<file path="config.mk">
export PLATFORM = sky130hd
export DESIGN_NAME = restoring_div32
export DESIGN_NICKNAME = d
export VERILOG_FILES = /design/src/rtl/restoring_div32.sv
export SDC_FILE = /design/constraint.sdc
export NUM_CORES = 1
export LEC_CHECK = 0
export BUFFER_PORTS_ARGS = -buffer_cell sky130_fd_sc_hd__buf_2
export CAP_MARGIN = 0
export CORE_ASPECT_RATIO = 1.25
export CORE_MARGIN = 2
export CORE_UTILIZATION = 40
export CTS_CLUSTER_SIZE = 28
export DETAILED_ROUTE_END_ITERATION = 7
export SYNTH_ARGS = -nofsm -noshare
export SYNTH_HDL_FRONTEND = slang
export SYNTH_SLANG_ARGS = --single-unit
</file>
<file path="constraint.sdc">
create_clock -name clk -period 9.2 [get_ports clk]
set_input_delay 1.38 -clock clk [delete_from_list [all_inputs] [get_ports clk]]
set_output_delay 1.38 -clock clk [all_outputs]
set_load 0.01 [all_outputs]
</file>
<file path="src/rtl/restoring_div32.sv">
// Restoring unsigned divider, one quotient bit per clock; done pulses WIDTH+1 edges after accept (1 for b==0).
// No backpressure: start is only sampled in IDLE and ignored while busy; results hold until the next completion.
module restoring_div32 #(
  parameter int WIDTH = 32
) (
  input  logic             clk,
  input  logic             rst_n,
  input  logic             start,
  input  logic [WIDTH-1:0] a,
  input  logic [WIDTH-1:0] b,
  output logic [WIDTH-1:0] quotient,
  output logic [WIDTH-1:0] remainder,
  output logic             busy,
  output logic             done,
  output logic             div_by_zero
);

  typedef enum logic [1:0] {IDLE, CALC, DONE} state_t;

  localparam int CW = $clog2(WIDTH + 1);

  state_t           state, state_nxt;
  logic [CW-1:0]    cnt;
  logic [WIDTH-1:0] dvd;   // dividend bits shift out of the top, quotient bits shift in at the bottom
  logic [WIDTH-1:0] dsr;
  logic [WIDTH:0]   rem;
  logic [WIDTH+1:0] shifted;
  logic [WIDTH+1:0] trial;
  logic [WIDTH:0]   rem_nxt;
  logic [WIDTH-1:0] dvd_nxt;
  logic             neg;
  logic             last;

  always_comb begin
    shifted = {rem, dvd[WIDTH-1]};
    trial   = shifted - {2'b00, dsr};
    neg     = trial[WIDTH+1];
    rem_nxt = neg ? shifted[WIDTH:0] : trial[WIDTH:0];
    dvd_nxt = {dvd[WIDTH-2:0], ~neg};
    last    = (cnt == CW'(1));
  end

  always_comb begin
    state_nxt = state;
    busy      = 1'b0;
    done      = 1'b0;
    case (state)
      IDLE: begin
        if (start) state_nxt = (b == '0) ? DONE : CALC;
      end
      CALC: begin
        busy = 1'b1;
        if (last) state_nxt = DONE;
      end
      DONE: begin
        busy      = 1'b1;
        done      = 1'b1;
        state_nxt = IDLE;
      end
      default: state_nxt = IDLE;
    endcase
  end

  always_ff @(posedge clk or negedge rst_n) begin
    if (!rst_n) begin
      state       <= IDLE;
      cnt         <= '0;
      dvd         <= '0;
      dsr         <= '0;
      rem         <= '0;
      quotient    <= '0;
      remainder   <= '0;
      div_by_zero <= 1'b0;
    end else begin
      state <= state_nxt;
      case (state)
        IDLE: begin
          if (start) begin
            dvd <= a;
            dsr <= b;
            rem <= '0;
            cnt <= CW'(WIDTH);
            if (b == '0) begin
              quotient    <= '1;
              remainder   <= a;
              div_by_zero <= 1'b1;
            end
          end
        end
        CALC: begin
          rem <= rem_nxt;
          dvd <= dvd_nxt;
          cnt <= cnt - CW'(1);
          if (last) begin
            quotient    <= dvd_nxt;
            remainder   <= rem_nxt[WIDTH-1:0];
            div_by_zero <= 1'b0;
          end
        end
        default: ;
      endcase
    end
  end

endmodule
</file>
## Word-level counts from Yosys, hierarchy flattened

Index checks and enable logic that the tools add are counted.

| storage, ports and cells | value |
|---|---|
| register bits after elaboration | 170 |
| input port bits | 67 |
| logic and storage cells | 50 |

| cells by class | value |
|---|---|
| reduce and logical (&&, ||, !) cells | 8 |
| muxes and demuxes | 25 |
| bitwise logic cells | 1 |
| add/sub/neg operators | 2 |
| eq/ne operators | 6 |

Operators with widths:

| cell | count |
|---|---|
| 2-to-1 mux 32 bit | 7 |
| one-hot mux 32 bit (2 select lines) | 3 |
| 2-to-1 mux 33 bit | 2 |
| one-hot mux 33 bit (2 select lines) | 1 |
| subtractor 34 x 32 -> 34 bit | 1 |
| logical NOT 32 bit | 1 |
| one-hot mux 6 bit (2 select lines) | 1 |
| == test 6 x 1 -> 1 bit (second input constant) | 1 |
| 2-to-1 mux 2 bit | 3 |
| 2-to-1 mux 6 bit | 1 |
| != test 2 bit (second input constant) | 3 |
| AND reduction 2 bit | 3 |
| subtractor 6 x 1 -> 6 bit (second input constant) | 1 |
| 2-to-1 mux 1 bit | 5 |
| one-hot mux 2 bit (2 select lines) | 1 |
| AND reduction 4 bit | 1 |
| == test 2 x 1 -> 1 bit (second input constant) | 1 |
| == test 2 bit (second input constant) | 1 |
| logical NOT 2 bit | 1 |
| one-hot mux 1 bit (2 select lines) | 1 |
| nonzero test 2 bit | 1 |
| OR reduction 2 bit | 1 |
| inverter 1 bit | 1 |

## Logic depth before layout (Yosys ltp)

Gate-level depths: netlist (run 1).

| depth | value |
|---|---|
| depth in word-level cells | 4 |
| depth in mapped cells | 14 |
| gate-level depth less buffers | 13 |

## Worst setup path after synthesis (run 1)

Ideal clock, no wire load.

| timing path | value |
|---|---|
| path kind | input-to-reg |
| start | input port b[24] |
| end | register remainder[11] |
| data required time | 9.082 ns |
| data arrival time | 2.952 ns |
| cell stages on the path | 9 |
| slack | 6.130 ns |
| buffers on the path | 3 |
| path through | nor4_1 > nand4_1 > nor2_1 > a21oi_1 > or2_2 > clkbuf_1 > clkbuf_1 > clkbuf_1 > a21o_1 |

| on the way | value |
|---|---|
| word-level cells in the longest chain between the ends | 3 |

Ends and longest elaborated chain:

| item | RTL line | source |
|---|---|---|
| from (decl) | 10 | `input logic [WIDTH-1:0] b,` |
| logical NOT 32 bit | 83 | `if (b == '0) begin` |
| != test 2 bit (no line) | - |  |
| AND reduction 4 bit (no line) | - |  |
| to (signal assigned) | 96 | `remainder <= rem_nxt[WIDTH-1:0];` |
| to (decl) | 12 | `output logic [WIDTH-1:0] remainder,` |

Every way passes these cells.
A chain may end at the register's enable or synchronous reset.

## Worst setup path after layout (run 1)

| timing path | value |
|---|---|
| start | register dvd[31] |
| end | register remainder[28] |

| on the way | value |
|---|---|
| word-level cells in the longest chain between the ends | 4 |

Ends and longest elaborated chain:

| item | RTL line | source |
|---|---|---|
| from (decl) | 24 | `logic [WIDTH-1:0] dvd;` |
| from (signal assigned) | 92 | `dvd <= dvd_nxt;` |
| subtractor 34 x 32 -> 34 bit | 36 | `trial = shifted - {2'b00, dsr};` |
| 2-to-1 mux 33 bit | 38 | `rem_nxt = neg ? shifted[WIDTH:0] : trial[WIDTH:0];` |
| 2-to-1 mux 32 bit | 94 | `if (last) begin` |
| one-hot mux 32 bit (2 select lines) | 76 | `case (state)` |

Every way passes these cells. The select of a mux whose other input is x is not followed.

==> results of run 1 <==
## cell type report
| type | instances | area (um2) | area share |
|---|---|---|---|
| inverters | 49 | 184 | 0.0167 |
| well taps | 292 | 365 | 0.0332 |
| clock inverters | 14 | 183 | 0.0166 |
| repair buffers | 142 | 739 | 0.0672 |
| clock buffers | 18 | 439 | 0.0399 |
| multi-input cells | 756 | 4830 | 0.439 |
| flip-flops and latches | 170 | 4250 | 0.387 |
## registers in the layout, indices dropped and copies added (netlist names)
register / flops
rem: 33
dsr: 32
dvd: 32
state: 2
div_by_zero: 1
remainder: 32
cnt: 6
quotient: 32
## final timing paths
| check | from | end | slack (ns) | cells after the start |
|---|---|---|---|---|
| worst max-delay path | dvd[31] | remainder[28] | 5.39 | 13 |
| min in group asynchronous | rst_n | quotient[28] | 1.09 | 1 |
| worst max register to register | dvd[31] | remainder[28] | 5.39 | 13 |
| max in group asynchronous | rst_n | dvd[6] | 6.69 | 2 |
| worst min-delay path | quotient[16] | quotient[16] | 0.46 | 2 |
| worst min register to register | quotient[16] | quotient[16] | 0.46 | 2 |
## cells in the mapped netlist (7+ instances only)
cell type	number	area [um2]
nand2_1	146	548
xor2_1	17	149
xnor2_1	16	140
nor2b_1	7	43.8
o21ai_0	104	521
a21oi_1	90	450
and3_1	8	50.1
a31oi_1	18	113
ha_1	37	463
mux2i_1	43	430
nor3_1	8	40.0
nand4_1	8	50.1
nand3_1	8	40.0
dfrtp_1	170	4250
a21o_1	32	240
nor4_1	10	62.6
mux2_2	35	394
nor2_1	70	263
clkbuf_1	51	191
inv_1	48	180
## power groups by stage
stage	Clock, mW	Combinational (mW)	Sequential [mW]
floorplan	0	1.04	1.27
global placement	0	1.50	1.26
detailed placement	0	1.52	1.26
CTS	0.784	1.53	1.25
global route	0.811	1.70	1.29
finish	0.769	1.52	1.24
## layer usage
layer  track usage  vias to the layer above
li1              -                     3859
met1         0.293                     3789
met2         0.326                      194
met3        0.0317                       23
met4        0.0558                        0
met5             0                        -
## cell usage in the layout, fill, tap and decap left out, types with 9 or more instances in the layout
cell type and instances:
dfrtp_1 170, nand2_1 146, nor4_1 10, a21oi_1 89, o21ai_0 103, ha_1 36, inv_1 48, a31oi_1 18
xnor2_1 16, xor2_1 17, mux2i_1 43, buf_4 9, clkbuf_16 17, nor2_1 69, a21o_1 32, buf_2 132
mux2_2 35
## worst max-delay path, stage by stage, from the launching register on
cell	delay (ns)
dfrtp_1	0.39
inv_1	0.09
ha_1	0.18
inv_1	0.06
fa_1	0.43
a211oi_1	0.23
o21ai_0	0.29
o2111a_1	0.37
o21ai_0	0.37
a21oi_1	0.23
o211ai_1	0.25
a21oi_1	0.11
o31ai_1	0.51
a221o_1	0.24
## per-stage QoR
stage	std cells	power, mW	util
after floorplan	1036	2.31	-
after global placement	1409	2.76	0.442
after detailed placement	1409	2.79	0.442
after CTS	1441	3.56	0.468
after global routing	1441	3.80	0.468
final	1441	3.53	0.468
## cell families after synthesis
group,Yosys count
mux,80
buf+inv,110
fa+ha+maj,38
compound gates,315
flops,170
xor+xnor,33
simple gates,290
==> summary.md, run 1 <==
| Metric | Value |
|---|---|
| Mux cell area share after synthesis | `0.0900` |
| Cts repair resizes | `0` |
| Maximum clock insertion buffer count | `2` |
| Post-route minimum period | `between 3 and 4 ns` |
| Fmax | `between 0.2 and 0.3 GHz` |
| #FFs+latches synth | `between 150 and 200` |
| Setup Buffers After CTS | `0` |
| Num CTS Buffers | `17` |
| Mapped Area | `roughly 9500 um2` |
| Setup TNS | `0 ns` |
| DR WL met3 | `988 um` |
| Initial antenna violation count | `0` |
| Main combinational cell family by area after synthesis | `compound AO/OA/AOI/OAI gates` |
| Status | `finished, final reports clean` |
| Final hold vios | `0` |
| Hold/Removal Path Class | `flip-flop to flip-flop` |
| Antenna fix cells | `0` |
| DRT Wirelength | `between 20000 and 30000 um` |
| Syn Nets | `between 1k and 1.5k` |
| Hold slack | `around 0.46 ns` |
| GRT Util Overall | `0.205` |
| Post-synth ARST share | `1.00` |
| Routed Antenna Nets | `0` |
| DRC | `0` |
| Layout cells sized above 1 | `0.198` |
| Vias in the first global route | `roughly 7.5k` |
| Routability cong. | `approximately 0.86` |
| Hpwl dp | `between 15000 and 20000 um` |
| WL met1 | `approximately 12000 um` |
| Placed cell area | `approximately 10000 um2` |
| Critical Path Start Type | `flip-flop` |
| Comb power frac | `0.431` |
| Avg Cell Area, Syn | `9.17 um2` |
| Post-synthesis xor/xnor area fraction | `0.0304` |
| Die height | `176 um` |
| RSZ-0062 raised after global routing | `false` |
| Die Width | `approximately 140 um` |
| Top FF cell, synth | `dfrtp_1` |
| Clk slew on worst S/H paths | `around 0.070 ns` |
| Adder-cell area share of the yosys netlist | `0.0509` |
| Hold-fix buffers at CTS | `0` |
| Core area | `23500 um2` |
| Fin area | `~11000 um2` |
| Post-Place Setup Slack | `around 5.1 ns` |
| Largest fanout on the critical path | `4` |
| PD cells | `about 320 nW/um2` |
| Synthesis-to-layout area growth | `15.8%` |
| Worst Skew | `around 0.011 ns` |
| Die area | `between 20000 and 25000 um2` |
| Clk root buf | `clkbuf_16` |
| Met2 WL | `roughly 12000 um` |
| Power Internal | `2.10 mW` |
| Psw | `between 1 and 1.5 mW` |
| Htree depth | `4` |
| Top-Level Pins | `134` |
| Register area share after synthesis | `0.448` |
| Max Used Layer | `met4` |
| Compound-cell area share of the yosys netlist | `0.201` |
| PortBufs | `approximately 130` |
| Largest net degree at the start of global routing | `approximately 110` |
| Post-synth EDFFs | `0` |
| Power share of the sequential group | `0.352` |
| Worst-margin pin slew | `roughly 1 ns` |
| Max-Cap Viols | `0` |
| Cell count after synthesis | `1036` |
| Final worst-path setup slack | `between 5 and 6 ns` |
| FILL cells | `about 2.3k` |
| Global-route wire length before repair | `around 41000 um` |
| Max-slew violation count | `0` |
| Initial Utilization | `0.404` |
| Synth unique cells | `62` |
| Initial DRT Pass Iterations | `5` |
| Worst-Skew Late Latency | `0.44 ns` |
| Tcrit/Tclk final | `0.414` |
| Yosys Warn Count | `0` |
| Synth Area in Simple Gates | `0.133` |
| Site row count | `between 60 and 70` |
| CP required | `between 9 and 10 ns` |
| Vias | `7865` |
| Iteration-0 DRC Markers | `between 500 and 600` |
| Rel. slew slack | `0.327` |
| Clock Power Share | `0.217` |
| CTS tree | `done` |
| Leakage | `~5.3 nW` |
| CP arrival | `between 4 and 5 ns` |
| Total grt overflow | `0` |
| Max IR drop VDD | `~0.14 mV` |
| WS Path Type | `flip-flop to flip-flop` |
| Switching fraction of total power | `0.407` |
| Sink Count | `170` |
| Avg WL per Cell | `~17 um` |
| Critical Path End Type | `flip-flop` |
| Vias per inst | `~5.5` |
| Nets | `between 1k and 1.5k` |
| # setup viols final | `0` |
No activity file was read; power rests on OpenSTA's default activity.
==> inputs of run 2 (changes only) <==
==> constraint.sdc (replaced) <==
create_clock -name clk -period 3.62 [get_ports clk]
set_input_delay 0.543 -clock clk [delete_from_list [all_inputs] [get_ports clk]]
set_output_delay 0.543 -clock clk [all_outputs]
set_load 0.01 [all_outputs]
==> run 2 against run 1 <==
Count of clock-buffer cells in the layout did not move. Register-to-register slack got worse by 5.1 ns. Clock skew rose by 0.0045 ns. Combinational power rose to 2.6 times the previous value. Final cell count rose by 0.76%. Worst hold slack got worse by 0.37 ns. Global-route usage rose by 1.0 points. Fmax rose by 16%. Core utilization rose by 0.45 points. Sequential power rose to 2.5 times the previous value. Via count rose by 0.66%. Design area rose by 0.96%. Largest power group unchanged. Highest routed layer unchanged.
==> summary.md, run 2 (synthesis gave the netlist of run 1 again) <==
| Metric | Value |
|---|---|
| Status | `finished, final reports clean` |
| Total grt overflow | `0` |
| Post-route minimum period | `approximately 3.3 ns` |
| Initial Utilization | `0.404` |
| Setup TNS | `0 ns` |
| Register area | `between 4000 and 5000 um2` |
| Max-slew violation count | `0` |
| Max Used Layer | `met4` |
| CTS tree | `done` |
| Most frequent cells in the layout | `170 x dfrtp_1, 146 x nand2_1, 132 x buf_2, 103 x o21ai_0, 89 x a21oi_1` |
| Hold-fix buffers at CTS | `0` |
| WL met1 | `around 12000 um` |
| Largest fanout on the critical path | `15` |
| Leakage | `about 5.3 nW` |
| Num CTS Buffers | `17` |
| Register with the most flip-flops | `rem` |
| Post-Place Setup Slack | `around 0.32 ns` |
| Psw | `about 3.7 mW` |
| Power Internal | `~5.4 mW` |
| Global-route wire length before repair | `approximately 42000 um` |
| Hpwl dp | `a little under 20000 um` |
| Largest net degree at the start of global routing | `68` |
| Die area | `roughly 25000 um2` |
| Fin area | `between 10000 and 15000 um2` |
| Routability cong. | `between 0.9 and 1` |
| Vias | `approximately 7.9k` |
| Die Width | `142 um` |
| RSZ-0062 raised after global routing | `false` |
| Worst path max stage delay | `roughly 0.46 ns` |
| Worst-margin pin slew | `about 0.74 ns` |
| CP arrival | `between 3 and 4 ns` |
| Multi-input logic area | `4830 um2` |
| Placed cell area | `roughly 10000 um2` |
| Core area | `23500 um2` |
| DR WL met3 | `about 1100 um` |
| Top-Level Pins | `about 130` |
| CP required | `about 4.0 ns` |
| Clock Power Share | `0.214` |
| Routed Antenna Nets | `0` |
| GRT Util Overall | `0.216` |
| Worst-Skew Late Latency | `0.44 ns` |
| Antenna fix cells | `0` |
| Power share of the sequential group | `0.347` |
| Clk slew on worst S/H paths | `approximately 0.07 ns` |
| Setup Buffers After CTS | `0` |
| Die height | `about 180 um` |
| Initial antenna violation count | `0` |
| DRT Wirelength | `26000 um` |
| Layout cells sized above 1 | `0.206` |
| Tcrit/Tclk final | `0.909` |
| WS Path Type | `flip-flop to flip-flop` |
| # setup viols final | `0` |
| Critical Path End Type | `flip-flop` |
| Max-Cap Viols | `0` |
| Site row count | `between 60 and 70` |
| Vias in the first global route | `between 7k and 8k` |
| Rel. slew slack | `0.509` |
| Comb power frac | `0.438` |
| Hold/Removal Path Class | `input pin to asynchronous set/reset pin` |
| Max IR drop VDD | `approximately 0.34 mV` |
| Initial DRT Pass Iterations | `5` |
| Maximum clock insertion buffer count | `2` |
| PortBufs | `133` |
| Reg2reg setup slack | `~0.33 ns` |
| Final worst-path setup slack | `approximately 0.33 ns` |
| Critical Path Start Type | `flip-flop` |
| PD cells | `around 820 nW/um2` |
| Worst Skew | `0.0159 ns` |
| Iteration-0 DRC Markers | `about 510` |
| Most used cell, CP | `a211o_1` |
| Max reg flops | `33` |
| Synthesis-to-layout area growth | `16.9%` |
| Avg WL per Cell | `about 18 um` |
| Nets | `roughly 1.3k` |
| Htree depth | `4` |
| DRC | `0` |
| Commonest non-fill, non-tap cell in the layout | `dfrtp_1` |
| Clk root buf | `clkbuf_16` |
| Slowest cell on crit path | `or4b_1` |
| Sink Count | `170` |
| Switching fraction of total power | `0.409` |
| Met2 WL | `~12000 um` |
| Worst-path cell chain | `ha_1 -> a211o_1 -> a211o_1 -> nand2_2 -> or4b_1 -> o21ai_2 -> or2_2 -> mux2i_1 -> a21oi_1 -> a21o_1` |
| FILL cells | `around 2.3k` |
| Cts repair resizes | `0` |
| Vias per inst | `~5.5` |
| Final hold vios | `0` |
| Fmax | `approximately 0.3 GHz` |
-- run 2: layout make-up --
cell class / instances / area share
Multi-Input combinational cell: 756 / 0.435
Inverter: 49 / 0.0166
Timing Repair Buffer: 153 / 0.0763
Clock inverter: 14 / 0.0162
Tap cell: 292 / 0.0329
Clock buffer: 18 / 0.0396
Sequential cell: 170 / 0.383
-- run 2: final timing paths --
path	from	endpoint	depth (start not counted)
worst max-delay path	rem[25]	remainder[1]	10
worst min-delay path	rst_n	quotient[24]	1
worst max register to register	rem[25]	remainder[1]	10
worst min register to register	quotient[16]	quotient[16]	2
max in group asynchronous	rst_n	dvd[9]	2
min in group clk	b[10]	dsr[10]	2
-- run 2: per-layer routing --
metal  vias up  global-route usage
met5         -                   0
met4         0              0.0721
met3        37              0.0331
met2       219               0.338
met1      3781               0.306
li1       3880                   -
-- run 2: metrics by stage --
stage          total power [mW]  hold slack (ns)  std cells  utilization
6_report                   9.07           0.0869       1452        0.473
5_1_grt                    9.77            0.128       1452        0.473
4_1_cts                    9.15            0.104       1452        0.473
3_5_place_dp               7.19            0.451       1420        0.446
3_3_place_gp               7.15            0.446       1420        0.446
2_1_floorplan              5.87            0.247       1036            -
-- run 2: worst max-delay path: cells and delay by family, from the launching register on --
kind	cells	cell delay, ns
AND/OR/NAND/NOR	3	0.93
flip-flops	1	0.40
adder cells (fa/ha/maj)	1	0.40
multiplexers	1	0.31
AO/OA/AOI/OAI	5	1.15
-- run 2: power by group through the flow --
stage                     clock [mW]  combinational, mW  sequential, mW
after detailed placement           0               3.99            3.20
final                           1.94               3.98            3.15
after global routing            2.05               4.46            3.26
after global placement             0               3.97            3.17
after CTS                       1.98               4.01            3.16
after floorplan                    0               2.64            3.23
==> inputs of run 3 (changes only) <==
==> constraint.sdc (replaced) <==
create_clock -name clk -period 2.93 [get_ports clk]
set_input_delay 0.4395 -clock clk [delete_from_list [all_inputs] [get_ports clk]]
set_output_delay 0.4395 -clock clk [all_outputs]
set_load 0.01 [all_outputs]
==> run 3 against run 2 <==
The flow now finishes with violations (setup timing). First-iteration DRC count is 23% lower. Critical path depth did not move. Clock skew fell by 0.0038 ns. Routed wire length is 5.8% higher. Die area is the same. Final cell count grew 7.7%. Non-clock buffer count increased by 112. Sequential share of layout area shrank 4.2 points. Count of clock-buffer cells in the layout is 1 higher. Via count is 6.5% higher. Global-route usage grew 0.75 points. Register-to-register slack got worse by 0.47 ns.
==> summary.md, run 3 (synthesis gave the netlist of run 1 again) <==
| Metric | Value |
|---|---|
| Hpwl dp | `20400 um` |
| Num CTS Buffers | `17` |
| R2r endpoint | `remainder[9]` |
| Iteration-0 DRC Markers | `a little under 400` |
| Core area | `23500 um2` |
| WS Path Type | `flip-flop to flip-flop` |
| Total grt overflow | `0` |
| PortBufs | `133` |
| Critical Path End Type | `flip-flop` |
| Placed cell area | `around 11000 um2` |
| Fmax | `0.326 GHz` |
| WHS Endpoint | `dsr[4]` |
| Post-route minimum period | `3.07 ns` |
| Fin area | `~12000 um2` |
| Avg WL per Cell | `about 18 um` |
| Largest fanout on the critical path | `8` |
| Register with the most flip-flops | `rem` |
| Register area | `4260 um2` |
| GRT Util Overall | `0.223` |
| Die Width | `about 140 um` |
| Tcrit/Tclk final | `1.05` |
| Worst Skew | `0.0121 ns` |
| Max reg flops | `33` |
| DRT Wirelength | `27600 um` |
| Worst R2R Start | `rem[25]` |
| Initial DRT Pass Iterations | `5` |
| RSZ-0062 raised after global routing | `true` |
| Clk root buf | `clkbuf_16` |
| # setup viols final | `30` |
| Htree depth | `4` |
| Post-Place Setup Slack | `-0.209 ns` |
| Global-route wire length before repair | `~44000 um` |
| Maximum clock insertion buffer count | `2` |
| Status | `finished with violations` |
| DRC | `0` |
| Largest net degree at the start of global routing | `61` |
| Nets | `roughly 1.4k` |
| Most frequent cells in the layout | `168 x dfrtp_1, 143 x nand2_1, 132 x buf_2, 117 x buf_4, 82 x o21ai_0` |
| Vias | `about 8.4k` |
| Antenna fix cells | `0` |
| Top-Level Pins | `roughly 130` |
| Final hold vios | `0` |
| FILL cells | `~2.2k` |
| Final Util | `0.531` |
| PD cells | `950 nW/um2` |
| Synthesis-to-layout area growth | `31.3%` |
| CTS tree | `done` |
| Placed Cells | `approximately 1.5k` |
| Multi-input logic area | `5290 um2` |
| Routability cong. | `between 0.9 and 1` |
| Post-route insts no fill | `between 1.5k and 2k` |
| Hold/Removal Path Class | `input pin to flip-flop` |
| Reg2reg setup slack | `-0.14 ns` |
| Max IR drop VDD | `a little under 0.5 mV` |
| Leakage | `5.93 nW` |
| Failing checks | `setup timing` |
| Sink Count | `170` |
| Worst-margin pin slew | `roughly 0.63 ns` |
| Setup TNS | `-1.25 ns` |
| Die height | `~180 um` |
| Clk slew on worst S/H paths | `roughly 0.070 ns` |
| Initial antenna violation count | `0` |
| Commonest non-fill, non-tap cell in the layout | `dfrtp_1` |
| Site row count | `63` |
| Worst-Skew Late Latency | `0.45 ns` |
| Final worst-path setup slack | `-0.141 ns` |
| Die area | `25000 um2` |
| Routed Antenna Nets | `0` |
| CP required | `approximately 3.3 ns` |
| Max-slew violation count | `0` |
| Rel. slew slack | `0.581` |
| Max-Cap Viols | `0` |
| CP arrival | `about 3.4 ns` |
| Hold depth | `2` |
| Initial Utilization | `0.404` |
| Vias in the first global route | `slightly above 8k` |
| Worst r2r path cells | `10` |
| Hold_sp | `b[4]` |
| Critical Path Start Type | `flip-flop` |
| Vias per inst | `approximately 5.4` |
| Layout cells sized above 1 | `0.330` |
## run 3: cell count changes in the layout (fill, tap and decap cells not counted), moves of 6 or more
cell,change
a21oi_1,-15
a21oi_2,+15
buf_4,+99
buf_6,+6
ha_1,-6
mux2i_1,-11
mux2i_4,+7
o21ai_0,-21
o21ai_1,+16
## run 3: per-stage QoR
stage	power [mW]	hold WS, ns
final	11.8	0.234
after CTS	11.7	0.218
after floorplan	7.25	0.144
after global placement	9.19	0.441
after global routing	12.7	0.226
after detailed placement	9.28	0.438
## run 3: how the worst max path moves through the flow
stage | slack [ns] | startpoint | endpoint
floorplan | 0.03 | rem[25] | rem[29]
global placement | -0.14 | rem[29] | remainder[20]
detailed placement | -0.21 | dvd[31] | remainder[28]
CTS | -0.10 | rem[25] | remainder[9]
global route | -0.23 | dsr[26] | remainder[9]
finish | -0.14 | rem[25] | remainder[9]
## run 3: timing repair
action                                  CTS  global route
gates cloned                              1             1
hold endpoints to repair                 53             0
gates resized for setup                  36            86
buffers inserted                          5             6
endpoints found under the setup margin   47            61
pin swaps                                 8            34
hold buffers                              1             0
## run 3: area by class of cell
cell class	count	share of cell area
Timing Repair Buffer	265	0.143
Tap cell	292	0.0293
Multi-Input combinational cell	757	0.424
Inverter	49	0.0148
Clock buffer	19	0.0363
Sequential cell	170	0.341
Clock inverter	12	0.0109
## run 3: critical path, stage by stage, from the launching register on
cell and delay [ns]:
dfrtp_1 0.41, ha_1 0.30, a211o_1 0.31, a211o_1 0.33, nand2_2 0.09, or4b_4 0.47, o21ai_4 0.19, nor2_4 0.10
buf_12 0.16, mux2_4 0.30, a221o_1 0.31
## run 3: where the power goes
part / internal, mW / switching [mW] / total [mW] / leakage, nW
logic: 2.38 / 3.24 / 5.63 / 3.58
clock network: 1.31 / 1.02 / 2.32 / 0.288
registers: 3.31 / 0.586 / 3.89 / 2.06
## run 3: per-layer routing
metal / share of wire / global-route usage
met5: 0 / 0
met3: 0.050 / 0.0388
met2: 0.46 / 0.348
met4: 0.022 / 0.0733
met1: 0.47 / 0.316
